[config.mk]
export PLATFORM = sky130hd
export DESIGN_NAME = uart_cmd_dispatcher_flat
export DESIGN_NICKNAME = d
export VERILOG_FILES = /design/src/rtl/uart_cmd_dispatcher_if.sv /design/src/rtl/uart_cmd_dispatcher.sv /design/src/flat_wrapper.sv
export SDC_FILE = /design/constraint.sdc
export NUM_CORES = 1
export LEC_CHECK = 0
export CAP_MARGIN = 20
export CORE_ASPECT_RATIO = 2
export CORE_MARGIN = 10
export CORE_UTILIZATION = 40
export DETAILED_ROUTE_END_ITERATION = 10
export PLACE_DENSITY = 0.84
export SKIP_CTS_REPAIR_TIMING = 1
export SYNTH_ARGS = -nofsm -noshare
export SYNTH_HDL_FRONTEND = slang
export SYNTH_SLANG_ARGS = --single-unit
[constraint.sdc]
create_clock -name clk_50mhz -period 2.7 [get_ports clk_50mhz]
set_input_delay 0.27 -clock clk_50mhz [delete_from_list [all_inputs] [get_ports clk_50mhz]]
set_output_delay 0.27 -clock clk_50mhz [all_outputs]
set_load 0.02 [all_outputs]
[src/rtl/uart_cmd_dispatcher_if.sv]
// Bundle of the dispatcher's command, responder and transmitter signals.
// slave is the dispatcher side, master is the surrounding uart_rx/responder/uart_tx side.
interface uart_cmd_dispatcher_if #(
    parameter int unsigned N_RESP = 4
);
    logic                  rx_valid;
    logic [7:0]            rx_data;
    logic [N_RESP-1:0]     activate;
    logic [N_RESP-1:0]     done;
    logic [8*N_RESP-1:0]   resp_tx_data;
    logic [N_RESP-1:0]     resp_tx_start;
    logic [7:0]            tx_data;
    logic                  tx_start;
    logic                  busy;
    logic                  err_unknown;
    logic                  err_busy;
    logic                  err_timeout;

    modport master (
        output rx_valid, rx_data, done, resp_tx_data, resp_tx_start,
        input  activate, tx_data, tx_start, busy, err_unknown, err_busy, err_timeout
    );

    modport slave (
        input  rx_valid, rx_data, done, resp_tx_data, resp_tx_start,
        output activate, tx_data, tx_start, busy, err_unknown, err_busy, err_timeout
    );
endinterface

[src/rtl/uart_cmd_dispatcher.sv]
// Decodes UART command bytes, runs one responder at a time through activate/done and
// owns the shared uart_tx. Optional command watchdog enabled by defining CMD_TIMEOUT_EN.
module uart_cmd_dispatcher #(
    parameter int unsigned N_RESP         = 4,
    parameter logic [7:0]  CMD_BASE       = 8'h41,
    parameter int unsigned TIMEOUT_CYCLES = 50000000
) (
    input logic                  clk_50mhz,
    input logic                  reset,
    uart_cmd_dispatcher_if.slave bus
);
    localparam int unsigned SEL_W = (N_RESP > 1) ? $clog2(N_RESP) : 1;
    localparam int unsigned WD_W  = 26;

    // Elaboration-time guard on the legal parameter ranges.
    if (N_RESP < 1 || N_RESP > 16 || TIMEOUT_CYCLES < 1 || TIMEOUT_CYCLES > (1 << WD_W)) begin : g_param_check
        $error("uart_cmd_dispatcher: parameter out of range");
    end

    typedef enum logic [1:0] {
        IDLE    = 2'd0,
        ACTIVE  = 2'd1,
        RELEASE = 2'd2
    } state_t;

    state_t            state;
    logic [SEL_W-1:0]  sel;
    logic [N_RESP-1:0] activate_q;
    logic              busy_q;
    logic              err_unknown_q;
    logic              err_busy_q;
    logic              err_timeout_q;
    logic [7:0]        tx_data_q;

    logic [7:0]        cmd_off_c;
    logic              cmd_hit_c;
    logic              sel_done_c;
    logic              sel_start_c;
    logic [7:0]        sel_data_c;
    logic              wd_expired_c;

    // Command offset wraps below CMD_BASE, so such bytes land far out of range.
    assign cmd_off_c   = bus.rx_data - CMD_BASE;
    assign cmd_hit_c   = (32'(cmd_off_c) < N_RESP);
    assign sel_done_c  = bus.done[sel];
    assign sel_start_c = bus.resp_tx_start[sel];
    assign sel_data_c  = bus.resp_tx_data[{sel, 3'b000} +: 8];

`ifdef CMD_TIMEOUT_EN
    logic [WD_W-1:0] watchdog;

    assign wd_expired_c = (watchdog == WD_W'(TIMEOUT_CYCLES - 1));

    // Watchdog runs for the whole time a command is in flight.
    always_ff @(posedge clk_50mhz) begin
        if (reset) begin
            watchdog <= '0;
        end else if (state == IDLE) begin
            watchdog <= '0;
        end else if (wd_expired_c) begin
            watchdog <= '0;
        end else begin
            watchdog <= watchdog + WD_W'(1);
        end
    end
`else
    assign wd_expired_c = 1'b0;
`endif

    // Command FSM with registered activate/busy/error outputs.
    always_ff @(posedge clk_50mhz) begin
        if (reset) begin
            state         <= IDLE;
            sel           <= '0;
            activate_q    <= '0;
            busy_q        <= 1'b0;
            err_unknown_q <= 1'b0;
            err_busy_q    <= 1'b0;
            err_timeout_q <= 1'b0;
            tx_data_q     <= 8'h00;
        end else begin
            err_unknown_q <= 1'b0;
            err_busy_q    <= 1'b0;
            err_timeout_q <= 1'b0;
            case (state)
                IDLE: begin
                    if (bus.rx_valid) begin
                        if (cmd_hit_c) begin
                            sel        <= SEL_W'(cmd_off_c);
                            activate_q <= N_RESP'(1) << cmd_off_c;
                            busy_q     <= 1'b1;
                            state      <= ACTIVE;
                        end else begin
                            err_unknown_q <= 1'b1;
                        end
                    end
                end
                ACTIVE: begin
                    tx_data_q <= sel_data_c;
                    if (bus.rx_valid) begin
                        err_busy_q <= 1'b1;
                    end
                    if (wd_expired_c) begin
                        activate_q    <= '0;
                        busy_q        <= 1'b0;
                        err_timeout_q <= 1'b1;
                        state         <= IDLE;
                    end else if (sel_done_c) begin
                        activate_q <= '0;
                        state      <= RELEASE;
                    end
                end
                RELEASE: begin
                    if (bus.rx_valid) begin
                        err_busy_q <= 1'b1;
                    end
                    if (wd_expired_c) begin
                        busy_q        <= 1'b0;
                        err_timeout_q <= 1'b1;
                        state         <= IDLE;
                    end else if (!sel_done_c) begin
                        busy_q <= 1'b0;
                        state  <= IDLE;
                    end
                end
                default: begin
                    activate_q <= '0;
                    busy_q     <= 1'b0;
                    state      <= IDLE;
                end
            endcase
        end
    end

    assign bus.activate    = activate_q;
    assign bus.busy        = busy_q;
    assign bus.err_unknown = err_unknown_q;
    assign bus.err_busy    = err_busy_q;
    assign bus.err_timeout = err_timeout_q;

    // Transmitter path is a zero-latency mux of the active responder only.
    assign bus.tx_start = (state == ACTIVE) ? sel_start_c : 1'b0;
    assign bus.tx_data  = (state == ACTIVE)  ? sel_data_c :
                          (state == RELEASE) ? tx_data_q  : 8'h00;
endmodule

[src/flat_wrapper.sv]
// flat-port wrapper written by rule: the top's interface ports become plain ports
module uart_cmd_dispatcher_flat 
#(
    parameter int unsigned N_RESP         = 4,
    parameter logic [7:0]  CMD_BASE       = 8'h41,
    parameter int unsigned TIMEOUT_CYCLES = 50000000
)
  (clk_50mhz, reset, bus_rx_valid, bus_rx_data, bus_done, bus_resp_tx_data, bus_resp_tx_start, bus_activate, bus_tx_data, bus_tx_start, bus_busy, bus_err_unknown, bus_err_busy, bus_err_timeout);
  uart_cmd_dispatcher_if #(.N_RESP(N_RESP)) bus_i ();
  input logic clk_50mhz;
  input logic reset;
  input wire logic [$bits(bus_i.rx_valid)-1:0] bus_rx_valid;
  input wire logic [$bits(bus_i.rx_data)-1:0] bus_rx_data;
  input wire logic [$bits(bus_i.done)-1:0] bus_done;
  input wire logic [$bits(bus_i.resp_tx_data)-1:0] bus_resp_tx_data;
  input wire logic [$bits(bus_i.resp_tx_start)-1:0] bus_resp_tx_start;
  output wire logic [$bits(bus_i.activate)-1:0] bus_activate;
  output wire logic [$bits(bus_i.tx_data)-1:0] bus_tx_data;
  output wire logic [$bits(bus_i.tx_start)-1:0] bus_tx_start;
  output wire logic [$bits(bus_i.busy)-1:0] bus_busy;
  output wire logic [$bits(bus_i.err_unknown)-1:0] bus_err_unknown;
  output wire logic [$bits(bus_i.err_busy)-1:0] bus_err_busy;
  output wire logic [$bits(bus_i.err_timeout)-1:0] bus_err_timeout;
  assign bus_i.rx_valid = bus_rx_valid;
  assign bus_i.rx_data = bus_rx_data;
  assign bus_i.done = bus_done;
  assign bus_i.resp_tx_data = bus_resp_tx_data;
  assign bus_i.resp_tx_start = bus_resp_tx_start;
  assign bus_activate = bus_i.activate;
  assign bus_tx_data = bus_i.tx_data;
  assign bus_tx_start = bus_i.tx_start;
  assign bus_busy = bus_i.busy;
  assign bus_err_unknown = bus_i.err_unknown;
  assign bus_err_busy = bus_i.err_busy;
  assign bus_err_timeout = bus_i.err_timeout;
  uart_cmd_dispatcher #(.N_RESP(N_RESP), .CMD_BASE(CMD_BASE), .TIMEOUT_CYCLES(TIMEOUT_CYCLES)) u_core (.clk_50mhz(clk_50mhz), .reset(reset), .bus(bus_i));
endmodule
==> results by group, run 1 <==
Outcome
  – Status: finished, final reports clean

Pwr
  – Sw frac: 21.3%
  – Share of total power in combinational logic: 19.7%
  – Flop pwr share: 47.5%
  – PD cells: roughly 320 nW/um^2
  – Clock Power Share: ~33%
  – VDD IR-drop max: 227 uV
  – Total power: 0.597 mW
  – NetSw: 0.127 mW
  – Int Power: 0.469 mW
  – Leakage Power: ~0.7 nW

Detailed routing
  – Final Routed Wirelength: 3590 um
  – Routed Antenna Nets: 0
  – Met3 wire len: 226 um
  – Routed WL per cell: 16.2 um
  – Met2 wire len: 2150 um
  – Metal-1 WL: 1160 um
  – 1st-pass router iterations: 4
  – Avg Vias per Cell: between 5 and 6
  – Top layer in use: met4
  – Via count: 1178
  – Drt drc: 0
  – DR iter-0 viols: 12

GRT
  – Initial antenna violation count: 0
  – Total gr overflow: 0
  – Largest net degree at the start of global routing: 18
  – Global-route usage over all layers: 12.8%
  – Vias in the first global route: 1300
  – First-pass GRT wire length: between 5000 and 6000 um

Placed design
  – PortBufs: 66
  – Routability cong.: about 0.73
  – Post-DP HPWL: 3140 um
  – Post-Place Cells: roughly 220

STA
  – Max-slew violations: 0
  – Setup violations, final: 0
  – Slew headroom: between 60% and 70%
  – Final hold vios: 0
  – RSZ-0062 raised after global routing: false
  – Least-Margin Pin Slew: approximately 600 ps
  – Final critical delay including setup and external delays: 2530 ps
  – Final Skew: 8.33 ps
  – Setup TNS: 0 ps
  – Max Freq: 0.395 GHz
  – Crit share post-route: between 90% and 100%

Worst setup path
  – Worst Path Class, Setup: flip-flop to output pin
  – CP startpoint kind: flip-flop
  – Slowest-stage cell, CP: dfxtp_1
  – CP max FO: 10
  – Data arrival, critical path: ~2300 ps
  – Crit. End Element: output pin
  – Crit path largest cell delay: 700 ps
  – Kind of cell adding the most delay to the critical path: flip-flops
  – CP most frequent cell: nand2_1
  – CP Buf/Inv Count: 1
  – Critical Path RT: 2430 ps
  – Worst path cell trace: mux4_2 > nand2_1 > nand2_1 > clkdlybuf4s50_1

Cells and area
  – Area delta synth->final: 63.1%
  – Nets: 248
  – Commonest cells after routing, fill and taps aside: clkdlybuf4s50_1, nand2_1, dfxtp_1
  – Final cell count without fillers: ~220
  – Commonest non-fill, non-tap cell in the layout: clkdlybuf4s50_1
  – N_diodes: 0
  – Final Util: 68.4%
  – Share of cells above drive strength 1: roughly an eighth

Die
  – Die X: 58.1 um
  – Starting Density: 41.9%
  – Die span in y: 96.2 um
  – Top Ports: 68
  – Die ar.: around 5600 um^2
  – Std-Cell Rows: 27
  – Core region area: 2770 um^2

CTS
  – CTS H-Tree Depth: 1
  – CTS sink cnt: 19
  – CTS Buf Count: 3
  – Clock-pin slew on the worst setup and hold paths: about 80 ps
  – Worst-skew pair later-pin latency: 250 ps
  – Maximum clock insertion buffer count: 2
  – CTS tree: yes
  – Root Buffer: clkbuf_8

Synthesis
  – Synth warnings: 0
  – Syn_nets: 181
  – Mapped cell area: 1160 um^2
  – Synthesized flop and latch total: 19
  – Synth unique cells: 34
  – Sequential share of the synthesized area: approximately a third
  – Synth Instances: ~130
  – Synth Area per Inst: 9.22 um^2

Flow run
  – MaxCap Viol Count: 0

Min path
  – Hold Crit Class: flip-flop to flip-flop
[layer usage]
metal | vias up | track usage [%]
li1 | 579 | -
met1 | 566 | 11.0
met2 | 29 | 25.5
met3 | 4 | 4.49
met4 | 0 | 4.33
met5 | - | 0
[registers in the layout, indices dropped and copies added (netlist names)]
register / cells
u_core.bus.busy: 1
u_core.bus.err_busy: 1
u_core.bus.err_unknown: 1
u_core.bus.activate: 4
u_core.tx_data_q: 8
u_core.sel: 2
u_core.state: 2
[area by class of cell]
type	count	area, um^2
Multi-Input combinational cell	93	726
Clock buffer	3	41.3
Sequential cell	19	380
Timing Repair Buffer	68	676
Clock inverter	1	5.00
Fill cell	234	876
Tap cell	29	36.3
Inverter	8	30.0
[worst min-delay path: cells and delay by family, from the launching register on]
kind	cells	cell delay, ps
AOI/OAI and AO/OA	1	50
and+or+nand+nor	1	60
DFF	1	310
[cell usage after synthesis (all sizes together)]
master | instances | area, um^2
clkinv | 1 | 3.75
a21oi | 10 | 53.8
nand3b | 1 | 7.51
nand2 | 32 | 120
a211o | 1 | 8.76
mux2i | 2 | 20.0
conb | 1 | 3.75
nor2b | 1 | 6.26
inv | 7 | 26.3
nand4 | 3 | 18.8
a31oi | 1 | 6.26
dfxtp | 19 | 380
ha | 4 | 50.1
mux4 | 10 | 225
a221oi | 1 | 15.0
a211oi | 1 | 7.51
and2 | 3 | 21.3
nor2 | 8 | 47.6
or3 | 1 | 6.26
clkbuf | 4 | 15.0
nand3 | 1 | 5.00
o2bb2ai | 4 | 35.0
nor4b | 1 | 8.76
nor3b | 1 | 7.51
o21ai | 2 | 13.8
a31o | 2 | 17.5
buf | 2 | 12.5
and3b | 2 | 17.5
[power by group through the flow]
stage	clock [mW]	sequential (mW)	combinational, mW
final	0.195	0.284	0.118
after global routing	0.207	0.284	0.127
after CTS	0.198	0.284	0.118
after detailed placement	0	0.290	0.118
after global placement	0	0.290	0.115
after floorplan	0	0.291	0.0352
[path summary, 6_finish.rpt]
path / from / end / slack [ps] / depth (start not counted)
worst max-delay path: u_core.sel[0] / bus_tx_data[1] / 170 / 4
worst min-delay path: u_core.tx_data_q[6] / u_core.tx_data_q[6] / 470 / 2
worst max register to register: u_core.sel[0] / u_core.bus.activate[0] / 500 / 6
worst min register to register: u_core.tx_data_q[6] / u_core.tx_data_q[6] / 470 / 2
[per-stage QoR]
step	setup WS [ps]	hold slack (ps)	cell area [um^2]
floorplan	1080	358	1160
global placement	340	441	1850
detailed placement	334	456	1850
CTS	24.3	470	1890
global route	6.61	486	1890
finish	171	470	1890
[logic make-up after synthesis]
kind of cell / after synthesis / synth area share [%]
AND/OR/NAND/NOR: 54 / 23.0
AO/OA/AOI/OAI: 22 / 13.6
flip-flops: 19 / 32.8
buffers and inverters: 14 / 4.96
multiplexers: 12 / 21.1
adder cells (fa/ha/maj): 4 / 4.31
other: 1 / 0.323
(Power assumes the default switching activity.)
==> run 2, diff against run 1 <==
--- a/config.mk
+++ b/config.mk
@@ -8,9 +8,9 @@
 export CAP_MARGIN = 20
 export CORE_ASPECT_RATIO = 2
 export CORE_MARGIN = 10
-export CORE_UTILIZATION = 40
+export CORE_UTILIZATION = 37
 export DETAILED_ROUTE_END_ITERATION = 10
-export PLACE_DENSITY = 0.84
+export PLACE_DENSITY = 0.79
 export SKIP_CTS_REPAIR_TIMING = 1
 export SYNTH_ARGS = -nofsm -noshare
 export SYNTH_HDL_FRONTEND = slang
==> constraint.sdc (replaced) <==
create_clock -name clk_50mhz -period 2.8 [get_ports clk_50mhz]
set_input_delay 0.28 -clock clk_50mhz [delete_from_list [all_inputs] [get_ports clk_50mhz]]
set_output_delay 0.28 -clock clk_50mhz [all_outputs]
set_load 0.02 [all_outputs]
==> run 2 against run 1 <==
  * Sequential power down 4%
  * Largest cell class unchanged
  * Hold slack worse by 6.4 ps
  * Critical endpoint is now bus_tx_data[7]
  * Global-route usage down 0.54 points
  * Clock skew down 4.3 ps
  * Non-clock buffer count down 1
==> results by group, run 2 (same netlist as run 1, synthesis figures left out) <==
Cells and area
  – N_diodes: 0
  – Area of the multi-input gates: 726 um^2
  – Share of cells above drive strength 1: 12.0%
  – Fin area: 1890 um^2
  – Largest reg by FF count: u_core.tx_data_q
  – Number of fillers in the final layout: 237
  – Nets: 247
  – Commonest cells after routing, fill and taps aside: clkdlybuf4s50_1, nand2_1, dfxtp_1
  – Number of flip-flops under the largest register name: 8
  – Final cell count without fillers: 221
  – Storage element area: 380 um^2
  – Area delta synth->final: 62.6%
  – Commonest non-fill, non-tap cell in the layout: clkdlybuf4s50_1

Worst setup path
  – Slowest-stage cell, CP: clkdlybuf4s50_1
  – Reg-to-reg endpoint: u_core.bus.activate[3]
  – Kind of cell adding the most delay to the critical path: buffers and inverters
  – Critical R2R Launch: u_core.sel[0]
  – Data arrival, critical path: 2260 ps
  – CP max FO: 13
  – Crit. End Element: output pin
  – CP Buf/Inv Count: 2
  – Worst Path Class, Setup: flip-flop to output pin
  – Crit path largest cell delay: between 600 and 700 ps
  – Reg2Reg Depth: 6
  – Critical Path RT: approximately 2500 ps
  – CP most frequent cell: nand2_1
  – Worst path cell trace: inv_1 > ha_1 > nor2_2 > nand2_1 > nand2_1 > clkdlybuf4s50_1
  – CP startpoint kind: flip-flop
  – Flop2flop setup slack: 590 ps

GRT
  – Total gr overflow: 0
  – Global-route usage over all layers: about an eighth
  – Largest net degree at the start of global routing: 18
  – Initial antenna violation count: 0
  – First-pass GRT wire length: just under 6000 um
  – Vias in the first global route: 1282

Detailed routing
  – 1st-pass router iterations: 6
  – Routed Antenna Nets: 0
  – Via count: ~1200
  – Drt drc: 0
  – Final Routed Wirelength: 3670 um
  – DR iter-0 viols: 18
  – Routed WL per cell: 16.6 um
  – Avg Vias per Cell: 5.35

STA
  – Max Freq: 0.393 GHz
  – Final hold slack: 464 ps
  – Setup violations, final: 0
  – Final hold vios: 0
  – Slew headroom: 57.1%
  – Final WS setup: 256 ps
  – Least-Margin Pin Slew: 641 ps
  – Max-slew violations: 0
  – RSZ-0062 raised after global routing: false
  – Final critical delay including setup and external delays: 2540 ps
  – Crit share post-route: 90.9%
  – Setup TNS: 0 ps
  – Final Skew: 4.02 ps

Min path
  – Hold path endpoint: u_core.tx_data_q[5]
  – Hold Crit Class: flip-flop to flip-flop
  – Hold-critical path depth: 2
  – Hold_sp: u_core.tx_data_q[5]

Outcome
  – Status: finished, final reports clean

Placed design
  – Post-Place Cells: 217
  – Post-DP HPWL: 3180 um
  – PortBufs: 66
  – Placed cell areas: 1840 um^2
  – Routability cong.: 0.738
  – Pre-CTS setup slack: 437 ps

CTS
  – Root Buffer: clkbuf_8
  – Clock-pin slew on the worst setup and hold paths: 80 ps
  – Maximum clock insertion buffer count: 2
  – CTS sink cnt: 19
  – CTS tree: yes
  – Worst-skew pair later-pin latency: 260 ps
  – CTS H-Tree Depth: 1
  – CTS Buf Count: 3

Flow run
  – MaxCap Viol Count: 0

Die
  – Top Ports: 68
  – Core region area: around 3000 um^2
  – Starting Density: about two fifths
  – Die span in y: 99.2 um
  – Die X: 59.6 um
  – Std-Cell Rows: 28
  – Die ar.: 5910 um^2

Pwr
  – PD cells: 307 nW/um^2
  – Leakage Power: just over 0.7 nW
  – VDD IR-drop max: ~250 uV
run 2: cell count changes in the layout (fill, tap and decap cells not counted):
cell / delta
buf_4: -1
run 2: metal layers:
metal  wire, um  global-route usage, %
met5          0                      0
met2       2090                   22.7
met4         91                   5.21
met1       1230                   11.0
met3        258                   4.46
run 2: how the worst max path moves through the flow:
stage | from | endpoint | cells past startpoint
floorplan | u_core.sel[0] | bus_tx_data[0] | 4
global placement | u_core.sel[0] | bus_tx_data[0] | 4
detailed placement | u_core.state[1] | bus_tx_data[7] | 6
CTS | u_core.state[1] | bus_tx_data[7] | 6
global route | u_core.state[1] | bus_tx_data[2] | 6
finish | u_core.state[1] | bus_tx_data[7] | 6
run 2: stage by stage:
| stage | utilization, % | power [mW] |
|---|---|---|
| after floorplan | - | 0.314 |
| after global placement | 61.8 | 0.390 |
| after detailed placement | 61.8 | 0.393 |
| after CTS | 63.3 | 0.583 |
| after global routing | 63.4 | 0.598 |
| final | 63.4 | 0.581 |
run 2: cell type report:
class | count | share of cell area [%]
multi-input cells | 93 | 38.4
well taps | 30 | 1.99
clock inverters | 1 | 0.265
inverters | 8 | 1.59
flip-flops and latches | 19 | 20.1
repair buffers | 67 | 35.4
clock buffers | 3 | 2.19
run 2: tightest hold or removal path, cell delays in order, from the launching register on:
cell     delay [ps]
dfxtp_1         310
nand2_1          50
a21oi_1          50
run 2: power breakdown:
group / internal (mW) / switching (mW) / total (mW)
Combinational: 0.0810 / 0.0317 / 0.113
Clock: 0.0990 / 0.0955 / 0.195
Sequential: 0.272 / 0.00128 / 0.273
